`src/rtl/id_pipe_stage_if.sv`:
```
// Decode-stage boundary bundle: IF/ID instruction handshake, writeback, hazard inputs and the
// registered ID/EX output. master is the surrounding pipeline, slave is the decode stage.
interface id_pipe_stage_if #(
  parameter int unsigned XLEN  = 32,
  parameter int unsigned NREGS = 32,
  parameter int unsigned CNT_W = 16
);
  localparam int unsigned RA = $clog2(NREGS);

  logic            halted;
  logic            in_valid;
  logic            in_ready;
  logic [31:0]     inst;
  logic [XLEN-1:0] pc4_in;
  logic            wb_we;
  logic [RA-1:0]   wb_num;
  logic [XLEN-1:0] wb_data;
  logic            ex_load;
  logic [RA-1:0]   ex_dest;
  logic            flush;
  logic            out_valid;
  logic            out_ready;
  logic [XLEN-1:0] rs_data;
  logic [XLEN-1:0] rt_data;
  logic [XLEN-1:0] imm_ext;
  logic [RA-1:0]   dest_num;
  logic            reg_write;
  logic [5:0]      opcode;
  logic [5:0]      func;
  logic [RA-1:0]   rs_num;
  logic [RA-1:0]   rt_num;
  logic [XLEN-1:0] pc4_out;
  logic [CNT_W-1:0] stall_count;

  modport master (
    output halted, in_valid, inst, pc4_in, wb_we, wb_num, wb_data, ex_load, ex_dest, flush,
           out_ready,
    input  in_ready, out_valid, rs_data, rt_data, imm_ext, dest_num, reg_write, opcode, func,
           rs_num, rt_num, pc4_out, stall_count
  );

  modport slave (
    input  halted, in_valid, inst, pc4_in, wb_we, wb_num, wb_data, ex_load, ex_dest, flush,
           out_ready,
    output in_ready, out_valid, rs_data, rt_data, imm_ext, dest_num, reg_write, opcode, func,
           rs_num, rt_num, pc4_out, stall_count
  );
endinterface

```
`src/rtl/id_pipe_stage.sv`:
```
// MIPS decode stage: register file, immediate/destination decode, load-use stall detection and
// a registered ID/EX output with valid/ready handshake, flush and a saturating stall counter.
module id_pipe_stage #(
  parameter int unsigned XLEN      = 32,
  parameter int unsigned NREGS     = 32,
  parameter int unsigned WB_BYPASS = 1,
  parameter int unsigned CNT_W     = 16
) (
  input logic            clk,
  input logic            rst_b,
  id_pipe_stage_if.slave bus
);
  localparam int unsigned RA = $clog2(NREGS);

  logic [XLEN-1:0] rf_q [NREGS];

  logic [5:0]      op;
  logic [5:0]      fn;
  logic [RA-1:0]   rs_idx;
  logic [RA-1:0]   rt_idx;
  logic [RA-1:0]   rd_idx;
  logic            is_store;
  logic            is_branch;
  logic            uses_rt;
  logic [RA-1:0]   dest_d;
  logic            reg_write_d;
  logic [XLEN-1:0] imm_d;
  logic [XLEN-1:0] rs_val;
  logic [XLEN-1:0] rt_val;
  logic            stall;
  logic            adv;

  logic             out_valid_q;
  logic [XLEN-1:0]  rs_data_q;
  logic [XLEN-1:0]  rt_data_q;
  logic [XLEN-1:0]  imm_ext_q;
  logic [RA-1:0]    dest_num_q;
  logic             reg_write_q;
  logic [5:0]       opcode_q;
  logic [5:0]       func_q;
  logic [RA-1:0]    rs_num_q;
  logic [RA-1:0]    rt_num_q;
  logic [XLEN-1:0]  pc4_out_q;
  logic [CNT_W-1:0] stall_cnt_q;

  // Shift amount is consumed downstream from func/opcode decode, not here.
  logic unused_shamt;
  assign unused_shamt = ^bus.inst[10:6];

  assign op     = bus.inst[31:26];
  assign fn     = bus.inst[5:0];
  assign rs_idx = bus.inst[21 +: RA];
  assign rt_idx = bus.inst[16 +: RA];
  assign rd_idx = bus.inst[11 +: RA];

  always_comb begin
    is_store    = (op == 6'h2B) || (op == 6'h29) || (op == 6'h28);
    is_branch   = (op == 6'h04) || (op == 6'h05);
    uses_rt     = (op == 6'h00) || is_branch || is_store;

    dest_d = rt_idx;
    if (op == 6'h00) begin
      dest_d = rd_idx;
    end else if (op == 6'h03) begin
      dest_d = RA'(NREGS - 1);
    end

    reg_write_d = !(is_store || is_branch || (op == 6'h02) ||
                    ((op == 6'h00) && (fn == 6'h08)) || (bus.inst == 32'h0));

    if ((op == 6'h0C) || (op == 6'h0D) || (op == 6'h0E)) begin
      imm_d = {{(XLEN-16){1'b0}}, bus.inst[15:0]};
    end else begin
      imm_d = {{(XLEN-16){bus.inst[15]}}, bus.inst[15:0]};
    end
  end

  // Register 0 is hardwired; a same-cycle writeback can be forwarded to either read port.
  always_comb begin
    rs_val = '0;
    rt_val = '0;
    if (rs_idx != '0) begin
      if ((WB_BYPASS != 0) && bus.wb_we && (bus.wb_num == rs_idx)) begin
        rs_val = bus.wb_data;
      end else begin
        rs_val = rf_q[rs_idx];
      end
    end
    if (rt_idx != '0) begin
      if ((WB_BYPASS != 0) && bus.wb_we && (bus.wb_num == rt_idx)) begin
        rt_val = bus.wb_data;
      end else begin
        rt_val = rf_q[rt_idx];
      end
    end
  end

  assign stall = bus.in_valid && bus.ex_load && (bus.ex_dest != '0) &&
                 ((bus.ex_dest == rs_idx) || (uses_rt && (bus.ex_dest == rt_idx)));
  assign adv   = (!out_valid_q || bus.out_ready) && !bus.halted;

  // A flushed input is consumed and dropped, so the stage always reports ready then.
  assign bus.in_ready = bus.flush || (adv && !stall);

  always_ff @(posedge clk or posedge rst_b) begin
    if (rst_b) begin
      for (int i = 0; i < int'(NREGS); i++) begin
        rf_q[i] <= '0;
      end
    end else if (bus.wb_we && (bus.wb_num != '0) && !bus.halted) begin
      rf_q[bus.wb_num] <= bus.wb_data;
    end
  end

  always_ff @(posedge clk or posedge rst_b) begin
    if (rst_b) begin
      out_valid_q <= 1'b0;
      rs_data_q   <= '0;
      rt_data_q   <= '0;
      imm_ext_q   <= '0;
      dest_num_q  <= '0;
      reg_write_q <= 1'b0;
      opcode_q    <= '0;
      func_q      <= '0;
      rs_num_q    <= '0;
      rt_num_q    <= '0;
      pc4_out_q   <= '0;
      stall_cnt_q <= '0;
    end else begin
      if (bus.flush) begin
        out_valid_q <= 1'b0;
      end else if (adv) begin
        if (stall) begin
          out_valid_q <= 1'b0;
        end else if (bus.in_valid) begin
          out_valid_q <= 1'b1;
          rs_data_q   <= rs_val;
          rt_data_q   <= rt_val;
          imm_ext_q   <= imm_d;
          dest_num_q  <= dest_d;
          reg_write_q <= reg_write_d;
          opcode_q    <= op;
          func_q      <= fn;
          rs_num_q    <= rs_idx;
          rt_num_q    <= rt_idx;
          pc4_out_q   <= bus.pc4_in;
        end else begin
          out_valid_q <= 1'b0;
        end
      end

      if (stall && adv && !bus.flush && (stall_cnt_q != '1)) begin
        stall_cnt_q <= stall_cnt_q + 1'b1;
      end
    end
  end

  assign bus.out_valid   = out_valid_q;
  assign bus.rs_data     = rs_data_q;
  assign bus.rt_data     = rt_data_q;
  assign bus.imm_ext     = imm_ext_q;
  assign bus.dest_num    = dest_num_q;
  assign bus.reg_write   = reg_write_q;
  assign bus.opcode      = opcode_q;
  assign bus.func        = func_q;
  assign bus.rs_num      = rs_num_q;
  assign bus.rt_num      = rt_num_q;
  assign bus.pc4_out     = pc4_out_q;
  assign bus.stall_count = stall_cnt_q;

endmodule

```
`src/flat_wrapper.sv`:
```
// flat-port wrapper written by rule: the top's interface ports become plain ports
module id_pipe_stage_flat 
#(
  parameter int unsigned XLEN      = 32,
  parameter int unsigned NREGS     = 32,
  parameter int unsigned WB_BYPASS = 1,
  parameter int unsigned CNT_W     = 16
)
  (clk, rst_b, bus_halted, bus_in_valid, bus_inst, bus_pc4_in, bus_wb_we, bus_wb_num, bus_wb_data, bus_ex_load, bus_ex_dest, bus_flush, bus_out_ready, bus_in_ready, bus_out_valid, bus_rs_data, bus_rt_data, bus_imm_ext, bus_dest_num, bus_reg_write, bus_opcode, bus_func, bus_rs_num, bus_rt_num, bus_pc4_out, bus_stall_count);
  id_pipe_stage_if #(.XLEN(XLEN), .NREGS(NREGS), .CNT_W(CNT_W)) bus_i ();
  input logic clk;
  input logic rst_b;
  input wire logic [$bits(bus_i.halted)-1:0] bus_halted;
  input wire logic [$bits(bus_i.in_valid)-1:0] bus_in_valid;
  input wire logic [$bits(bus_i.inst)-1:0] bus_inst;
  input wire logic [$bits(bus_i.pc4_in)-1:0] bus_pc4_in;
  input wire logic [$bits(bus_i.wb_we)-1:0] bus_wb_we;
  input wire logic [$bits(bus_i.wb_num)-1:0] bus_wb_num;
  input wire logic [$bits(bus_i.wb_data)-1:0] bus_wb_data;
  input wire logic [$bits(bus_i.ex_load)-1:0] bus_ex_load;
  input wire logic [$bits(bus_i.ex_dest)-1:0] bus_ex_dest;
  input wire logic [$bits(bus_i.flush)-1:0] bus_flush;
  input wire logic [$bits(bus_i.out_ready)-1:0] bus_out_ready;
  output wire logic [$bits(bus_i.in_ready)-1:0] bus_in_ready;
  output wire logic [$bits(bus_i.out_valid)-1:0] bus_out_valid;
  output wire logic [$bits(bus_i.rs_data)-1:0] bus_rs_data;
  output wire logic [$bits(bus_i.rt_data)-1:0] bus_rt_data;
  output wire logic [$bits(bus_i.imm_ext)-1:0] bus_imm_ext;
  output wire logic [$bits(bus_i.dest_num)-1:0] bus_dest_num;
  output wire logic [$bits(bus_i.reg_write)-1:0] bus_reg_write;
  output wire logic [$bits(bus_i.opcode)-1:0] bus_opcode;
  output wire logic [$bits(bus_i.func)-1:0] bus_func;
  output wire logic [$bits(bus_i.rs_num)-1:0] bus_rs_num;
  output wire logic [$bits(bus_i.rt_num)-1:0] bus_rt_num;
  output wire logic [$bits(bus_i.pc4_out)-1:0] bus_pc4_out;
  output wire logic [$bits(bus_i.stall_count)-1:0] bus_stall_count;
  assign bus_i.halted = bus_halted;
  assign bus_i.in_valid = bus_in_valid;
  assign bus_i.inst = bus_inst;
  assign bus_i.pc4_in = bus_pc4_in;
  assign bus_i.wb_we = bus_wb_we;
  assign bus_i.wb_num = bus_wb_num;
  assign bus_i.wb_data = bus_wb_data;
  assign bus_i.ex_load = bus_ex_load;
  assign bus_i.ex_dest = bus_ex_dest;
  assign bus_i.flush = bus_flush;
  assign bus_i.out_ready = bus_out_ready;
  assign bus_in_ready = bus_i.in_ready;
  assign bus_out_valid = bus_i.out_valid;
  assign bus_rs_data = bus_i.rs_data;
  assign bus_rt_data = bus_i.rt_data;
  assign bus_imm_ext = bus_i.imm_ext;
  assign bus_dest_num = bus_i.dest_num;
  assign bus_reg_write = bus_i.reg_write;
  assign bus_opcode = bus_i.opcode;
  assign bus_func = bus_i.func;
  assign bus_rs_num = bus_i.rs_num;
  assign bus_rt_num = bus_i.rt_num;
  assign bus_pc4_out = bus_i.pc4_out;
  assign bus_stall_count = bus_i.stall_count;
  id_pipe_stage #(.XLEN(XLEN), .NREGS(NREGS), .WB_BYPASS(WB_BYPASS), .CNT_W(CNT_W)) u_core (.clk(clk), .rst_b(rst_b), .bus(bus_i));
endmodule
```
`config.mk`:
```
export PLATFORM = sky130hd
export DESIGN_NAME = id_pipe_stage_flat
export DESIGN_NICKNAME = d
export VERILOG_FILES = /design/src/rtl/id_pipe_stage_if.sv /design/src/rtl/id_pipe_stage.sv /design/src/flat_wrapper.sv
export SDC_FILE = /design/constraint.sdc
export NUM_CORES = 2
export LEC_CHECK = 0
export CORE_MARGIN = 2
export CORE_UTILIZATION = 59
export CTS_CLUSTER_SIZE = 25
export DETAILED_ROUTE_END_ITERATION = 8
export PLACE_DENSITY = 0.78
export SLEW_MARGIN = 20
export SYNTH_ARGS = -nofsm -noshare
export SYNTH_HDL_FRONTEND = slang
export SYNTH_SLANG_ARGS = --single-unit
```
`constraint.sdc`:
```
create_clock -name clk -period 68.7 [get_ports clk]
set_input_delay 6.87 -clock clk [delete_from_list [all_inputs] [get_ports clk]]
set_output_delay 6.87 -clock clk [all_outputs]
set_load 0.005 [all_outputs]
```
# After elaboration in Yosys (flattened, before gate mapping)
# Index checks and enable logic that the tools add are counted.
[word_totals]
reg_bits = 1197
out_inout_bits = 174
in_bits = 114
[op_classes]
magnitude_cmp = 4
bitwise_logic = 5
n_addsub = 1
reduce_logical = 42
n_mux = 20
eq_ne = 16
[ops]
columns = ["operator", "count"]
rows = [
  ["$bwmux 1024", 1],
  ["$bmux 32 s5", 2],
  ["$mux 32", 10],
  ["$demux 32 s5", 1],
  ["$logic_not 32->1", 1],
  ["$eq 6x4->1 const B", 4],
  ["$eq 5x5->1", 4],
  ["$reduce_bool 5->1", 4],
  ["$eq 6x6->1 const B", 3],
  ["$ge 6x6->1 const B", 3],
  ["$not 5->6", 3],
  ["$add 16x1->16 const B", 1],
  ["$ne 16x16->1 const B", 1],
  ["$logic_and 1x1->1", 15],
  ["$logic_or 1x1->1", 14],
  ["$eq 6x2->1 const B", 2],
  ["$eq 6x3->1 const B", 2],
  ["$mux 5", 2],
  ["$logic_not 6->1", 1],
  ["$lt 6x1->1 const B", 1],
  ["$logic_not 1->1", 5],
  ["$mux 1", 4],
  ["$reduce_and 4->1", 1],
  ["$not 1->1", 2],
  ["$reduce_bool 2->1", 1],
]

# Depth between registers and ports, before layout
[depth]
ltp_word = 10
ltp_mapped = 11
mapped_depth_nobuf = 7

# Worst setup path after synthesis
# No wires, ideal clock.
[synth_timing]
path_kind = "input to output"
startpoint = "in bus_inst[20]"
endpoint = "out bus_in_ready"
arrival_ps = 7970
path_buffers = 1
stages = 7
setup_slack_ps = 53860
path_cell_list = "buf_6 -> xor2_1 -> nor4_2 -> o211ai_1 -> a21oi_4 -> nand2b_1 -> nand2_1"
[synth_between]
elab_chain_cells = 7
[synth_rtl]
columns = ["item", "line", "rtl"]
rows = [
  ["from (decl)", "flat_wrapper.sv:15", "input wire logic [$bits(bus_i.inst)-1:0] bus_inst;"],
  ["$eq 5x5->1", "id_pipe_stage.sv:99", "((bus.ex_dest == rs_idx) || (uses_rt && (bus.ex_dest == rt_idx)));"],
  ["$logic_and 1x1->1", "id_pipe_stage.sv:99", ""],
  ["$logic_or 1x1->1", "id_pipe_stage.sv:99", ""],
  ["$logic_and 1x1->1", "id_pipe_stage.sv:98", "assign stall = bus.in_valid && bus.ex_load && (bus.ex_dest != '0) &&"],
  ["$logic_not 1->1", "id_pipe_stage.sv:103", "assign bus.in_ready = bus.flush || (adv && !stall);"],
  ["$logic_and 1x1->1", "id_pipe_stage.sv:103", ""],
  ["$logic_or 1x1->1", "id_pipe_stage.sv:103", ""],
  ["to (decl)", "flat_wrapper.sv:24", "output wire logic [$bits(bus_i.in_ready)-1:0] bus_in_ready;"],
]
# No other way between the ends.

# Final worst setup path
[layout_timing]
startpoint = "in bus_ex_dest[1]"
endpoint = "out bus_in_ready"
[layout_between]
elab_chain_cells = 7
word_cells_on_any_way = 10
classes_between = "eq/ne: 2; reduce/logical: 8"
[layout_rtl]
columns = ["item", "line", "rtl"]
rows = [
  ["from (decl)", "flat_wrapper.sv:21", "input wire logic [$bits(bus_i.ex_dest)-1:0] bus_ex_dest;"],
  ["$eq 5x5->1", "id_pipe_stage.sv:99", ""],
  ["$logic_and 1x1->1", "id_pipe_stage.sv:99", ""],
  ["$logic_or 1x1->1", "id_pipe_stage.sv:99", ""],
  ["$logic_and 1x1->1 *", "id_pipe_stage.sv:98", ""],
  ["$logic_not 1->1 *", "id_pipe_stage.sv:103", ""],
  ["$logic_and 1x1->1 *", "id_pipe_stage.sv:103", ""],
  ["$logic_or 1x1->1 *", "id_pipe_stage.sv:103", ""],
]
# Every way passes the cells marked *; elsewhere a longest branch is shown, timed or not.

==> run metrics <==
met1 track utilization from global routing=47.3%; top fanout value on the critical path=4; critical path required time=approximately 62 ns; IO buf count=287; Pins Over Slew Limit=0; Worst Hold Margin=around 0.4 ns; Mapped Avg Cell Area=roughly 14 sq um; initial cell density of the core=about 60%; number of distinct library cells after synthesis=54; worst slew pin tran=about 1.1 ns; Startpoint Class=primary input; pre-CTS setup slack=roughly 53 ns; final worst clock skew=between 0.02 and 0.025 ns; most frequent cells in the layout=1176 x sky130_fd_sc_hd__dfrtp_1, 997 x sky130_fd_sc_hd__mux2_2, 439 x sky130_fd_sc_hd__mux4_2; CTS tree=built; number of detailed-routing iterations run before antenna repair=6; kind of end point of the critical path=primary output; Critical Path Source=bus_ex_dest[1]; maximum VDD drop=~0.019 mV; GR Util met3=8.84%; final count of negative-setup-slack endpoints=0; vias per std cell=between 6 and 7; Post-Syn Nets=between 4000 and 5000; Overflow after GRT=0; Achievable Freq=61.6 MHz; leakage dissipation=between 0.03 and 0.04 uW; horizontal extent of the die=325 microns; setup repair after global routing missed its margin=no; DRC violation count after routing=0; vias after detailed routing=roughly 40000; data arrival time of the critical path=approximately 9.4 ns; iteration-0 DRC count of the detailed router=around 5300; post-cts gate resize count=0; Pwr Density=27.1 nW/um^2; run status=complete, no violations; area added between synthesis and finish=12.1%; Die ar.=approximately 110000 sq um; fraction of layout cells with a size suffix above 1=40.5%; final worst slack=52.48 ns; number of global-route vias before repair=roughly 41000; GRT met2 Usage=a little over half; H-tree Lvls=3; sequential element share of the synthesized area=approximately half; most heavily used metal layer in global routing=met2; TritonCTS buffer count=121; Final Routed Wirelength=183 mm; post-route minimum period=16.22 ns; setup fix buffers added after clock tree synthesis=0; largest net degree at the start of global routing=~180; MaxCap Viol Count=0; post-synthesis cell count=4364; hold path start=u_core.rf_q[1012]; share of async-settable or async-resettable flops after synthesis=100%; first-pass GRT wire length=about 270 mm; number of nets at the end of the flow=between 4000 and 5000; Syn. warnings=0; number of antenna violations at the first check in global routing=9; clock latency on the worst-skew pair=slightly above 0.7 ns; synthesized flop and latch total=approximately 1200; ANT nets after route=0; root buffer cell=sky130_fd_sc_hd__clkbuf_16; critical path class=in -> out; floorplan row count=~120; number of hold violations in the final report=0; num ports=288; post-synthesis instance area=around 61000 sq um; worst hold path class=reg -> reg; source of the worst register-to-register timing path=u_core.bus.out_valid; area of the core region=slightly above 100000 sq um; HPWL after detailed placement=about 100 mm; share of the cycle needed by the critical path after routing=23.6%; Die Span Y=325 microns; Max Buffers Root-to-Sink=3; GRT Util Overall=about a third; average wire per standard cell=between 30 and 40 microns; gp weighted congestion=about 0.86; flip-flop cell with the highest count after synthesis=sky130_fd_sc_hd__dfrtp_1; most common library cell in the layout ignoring fill and taps=sky130_fd_sc_hd__dfrtp_1; relative max-transition margin=24.1%; Sink Count=1176; hold-fix buffers at CTS=0; Post-synth EDFFs=0; Post-Route Setup TNS=0 ns; clock-pin slew of the registers on the worst-case setup and hold paths=0.06 ns
layout make-up:
class / instances / area [sq um]
Clock buffer: 176 / 3590
Inverter: 8 / 37.5
Fill cell: 7189 / 33900
Clock inverter: 46 / 484
Antenna cell: 2 / 5.00
Multi-Input combinational cell: 2700 / 29300
Sequential cell: 1176 / 29400
Tap cell: 1368 / 1710
Timing Repair Buffer: 379 / 3530
synthesized netlist by cell type (5+ instances only):
library cell | count | area, sq um
sky130_fd_sc_hd__a211oi_1 | 31 | 233
sky130_fd_sc_hd__nand2_1 | 362 | 1360
sky130_fd_sc_hd__nand3b_1 | 6 | 45.0
sky130_fd_sc_hd__mux2_2 | 997 | 11200
sky130_fd_sc_hd__inv_1 | 8 | 30.0
sky130_fd_sc_hd__a22oi_1 | 121 | 908
sky130_fd_sc_hd__xnor2_1 | 7 | 61.3
sky130_fd_sc_hd__o32ai_1 | 5 | 43.8
sky130_fd_sc_hd__dfrtp_1 | 1176 | 29400
sky130_fd_sc_hd__nor4_1 | 11 | 68.8
sky130_fd_sc_hd__mux4_2 | 439 | 9890
sky130_fd_sc_hd__o22ai_1 | 38 | 238
sky130_fd_sc_hd__xor2_1 | 28 | 245
sky130_fd_sc_hd__o221ai_1 | 32 | 280
sky130_fd_sc_hd__clkbuf_1 | 232 | 871
sky130_fd_sc_hd__o21ai_0 | 56 | 280
sky130_fd_sc_hd__o21ai_1 | 14 | 70.1
sky130_fd_sc_hd__nor2_1 | 71 | 267
sky130_fd_sc_hd__nor2b_1 | 8 | 50.1
sky130_fd_sc_hd__and2_1 | 5 | 31.3
sky130_fd_sc_hd__buf_4 | 44 | 330
sky130_fd_sc_hd__nor3_2 | 5 | 50.1
sky130_fd_sc_hd__a21oi_1 | 126 | 631
sky130_fd_sc_hd__nor3_1 | 15 | 75.1
sky130_fd_sc_hd__a32oi_1 | 31 | 272
sky130_fd_sc_hd__buf_2 | 141 | 706
sky130_fd_sc_hd__mux2i_1 | 231 | 2310
sky130_fd_sc_hd__buf_6 | 10 | 113
sky130_fd_sc_hd__nand4_1 | 7 | 43.8
sky130_fd_sc_hd__nand3_1 | 16 | 80.1
sky130_fd_sc_hd__buf_1 | 53 | 199
worst max-delay path: stages:
cell	delay [ns]
sky130_fd_sc_hd__clkdlybuf4s50_1	0.59
sky130_fd_sc_hd__xor2_1	0.24
sky130_fd_sc_hd__nor4_2	0.41
sky130_fd_sc_hd__o211ai_1	0.28
sky130_fd_sc_hd__a21oi_4	0.31
sky130_fd_sc_hd__nand2b_1	0.15
sky130_fd_sc_hd__nand2_1	0.06
sky130_fd_sc_hd__clkdlybuf4s50_1	0.44
path summary, 6_finish.rpt:
check / to / slack (ns) / cells past startpoint
worst max-delay path: bus_in_ready / 52.48 / 8
worst min-delay path: u_core.rf_q[1012] / 0.40 / 0
worst max register to register: u_core.bus.imm_ext[30] / 65.72 / 8
worst min register to register: u_core.rf_q[1012] / 0.40 / 0
max in group asynchronous: u_core.rf_q[987] / 58.94 / 5
min in group asynchronous: u_core.bus.pc4_out[19] / 6.62 / 2
through the flow:
step | instances | instance area [sq um] | utilization, % | power (uW)
floorplan | 4364 | 60800 | - | 1070
global placement | 5631 | 64100 | 62.8 | 1160
detailed placement | 5631 | 64100 | 62.8 | 1180
CTS | 5853 | 68200 | 66.8 | 1840
global route | 5854 | 68100 | 66.7 | 1910
finish | 5855 | 68100 | 66.7 | 1840
sequential cells by signal, indices dropped and copies added, names as in the netlist, 5 cells and up:
name                    flops
u_core.bus.rt_data         32
u_core.bus.imm_ext         12
u_core.bus.dest_num         5
u_core.bus.pc4_out         32
u_core.bus.stall_count     16
u_core.bus.rs_data         32
u_core.bus.func             5
u_core.bus.rt_num           5
u_core.rf_q              1024
u_core.bus.opcode           6
u_core.bus.rs_num           5
metal layers:
layer | vias to the layer above | routed length [microns] | part of all wire (%)
met5 | - | 48 | 0.026
met4 | 8 | 8230 | 4.5
met3 | 525 | 18400 | 10
met2 | 2174 | 85900 | 47
met1 | 21700 | 70900 | 39
li1 | 16500 | - | -
report_power, final:
part           switching (uW)  internal (uW)  total, uW
clock                     284            387        671
sequential               68.1            785        853
combinational             139            181        320
total                     491           1350       1840
cells by family after synthesis:
logic type / synth area share, %
DFF: 48.4
and+or+nand+nor: 3.73
buffers and inverters: 3.70
AOI/OAI and AO/OA: 5.07
muxes: 38.6
adders and majority gates: 0.0206
xor gates and xnor gates: 0.504
No activity file was read; power rests on OpenSTA's default activity.
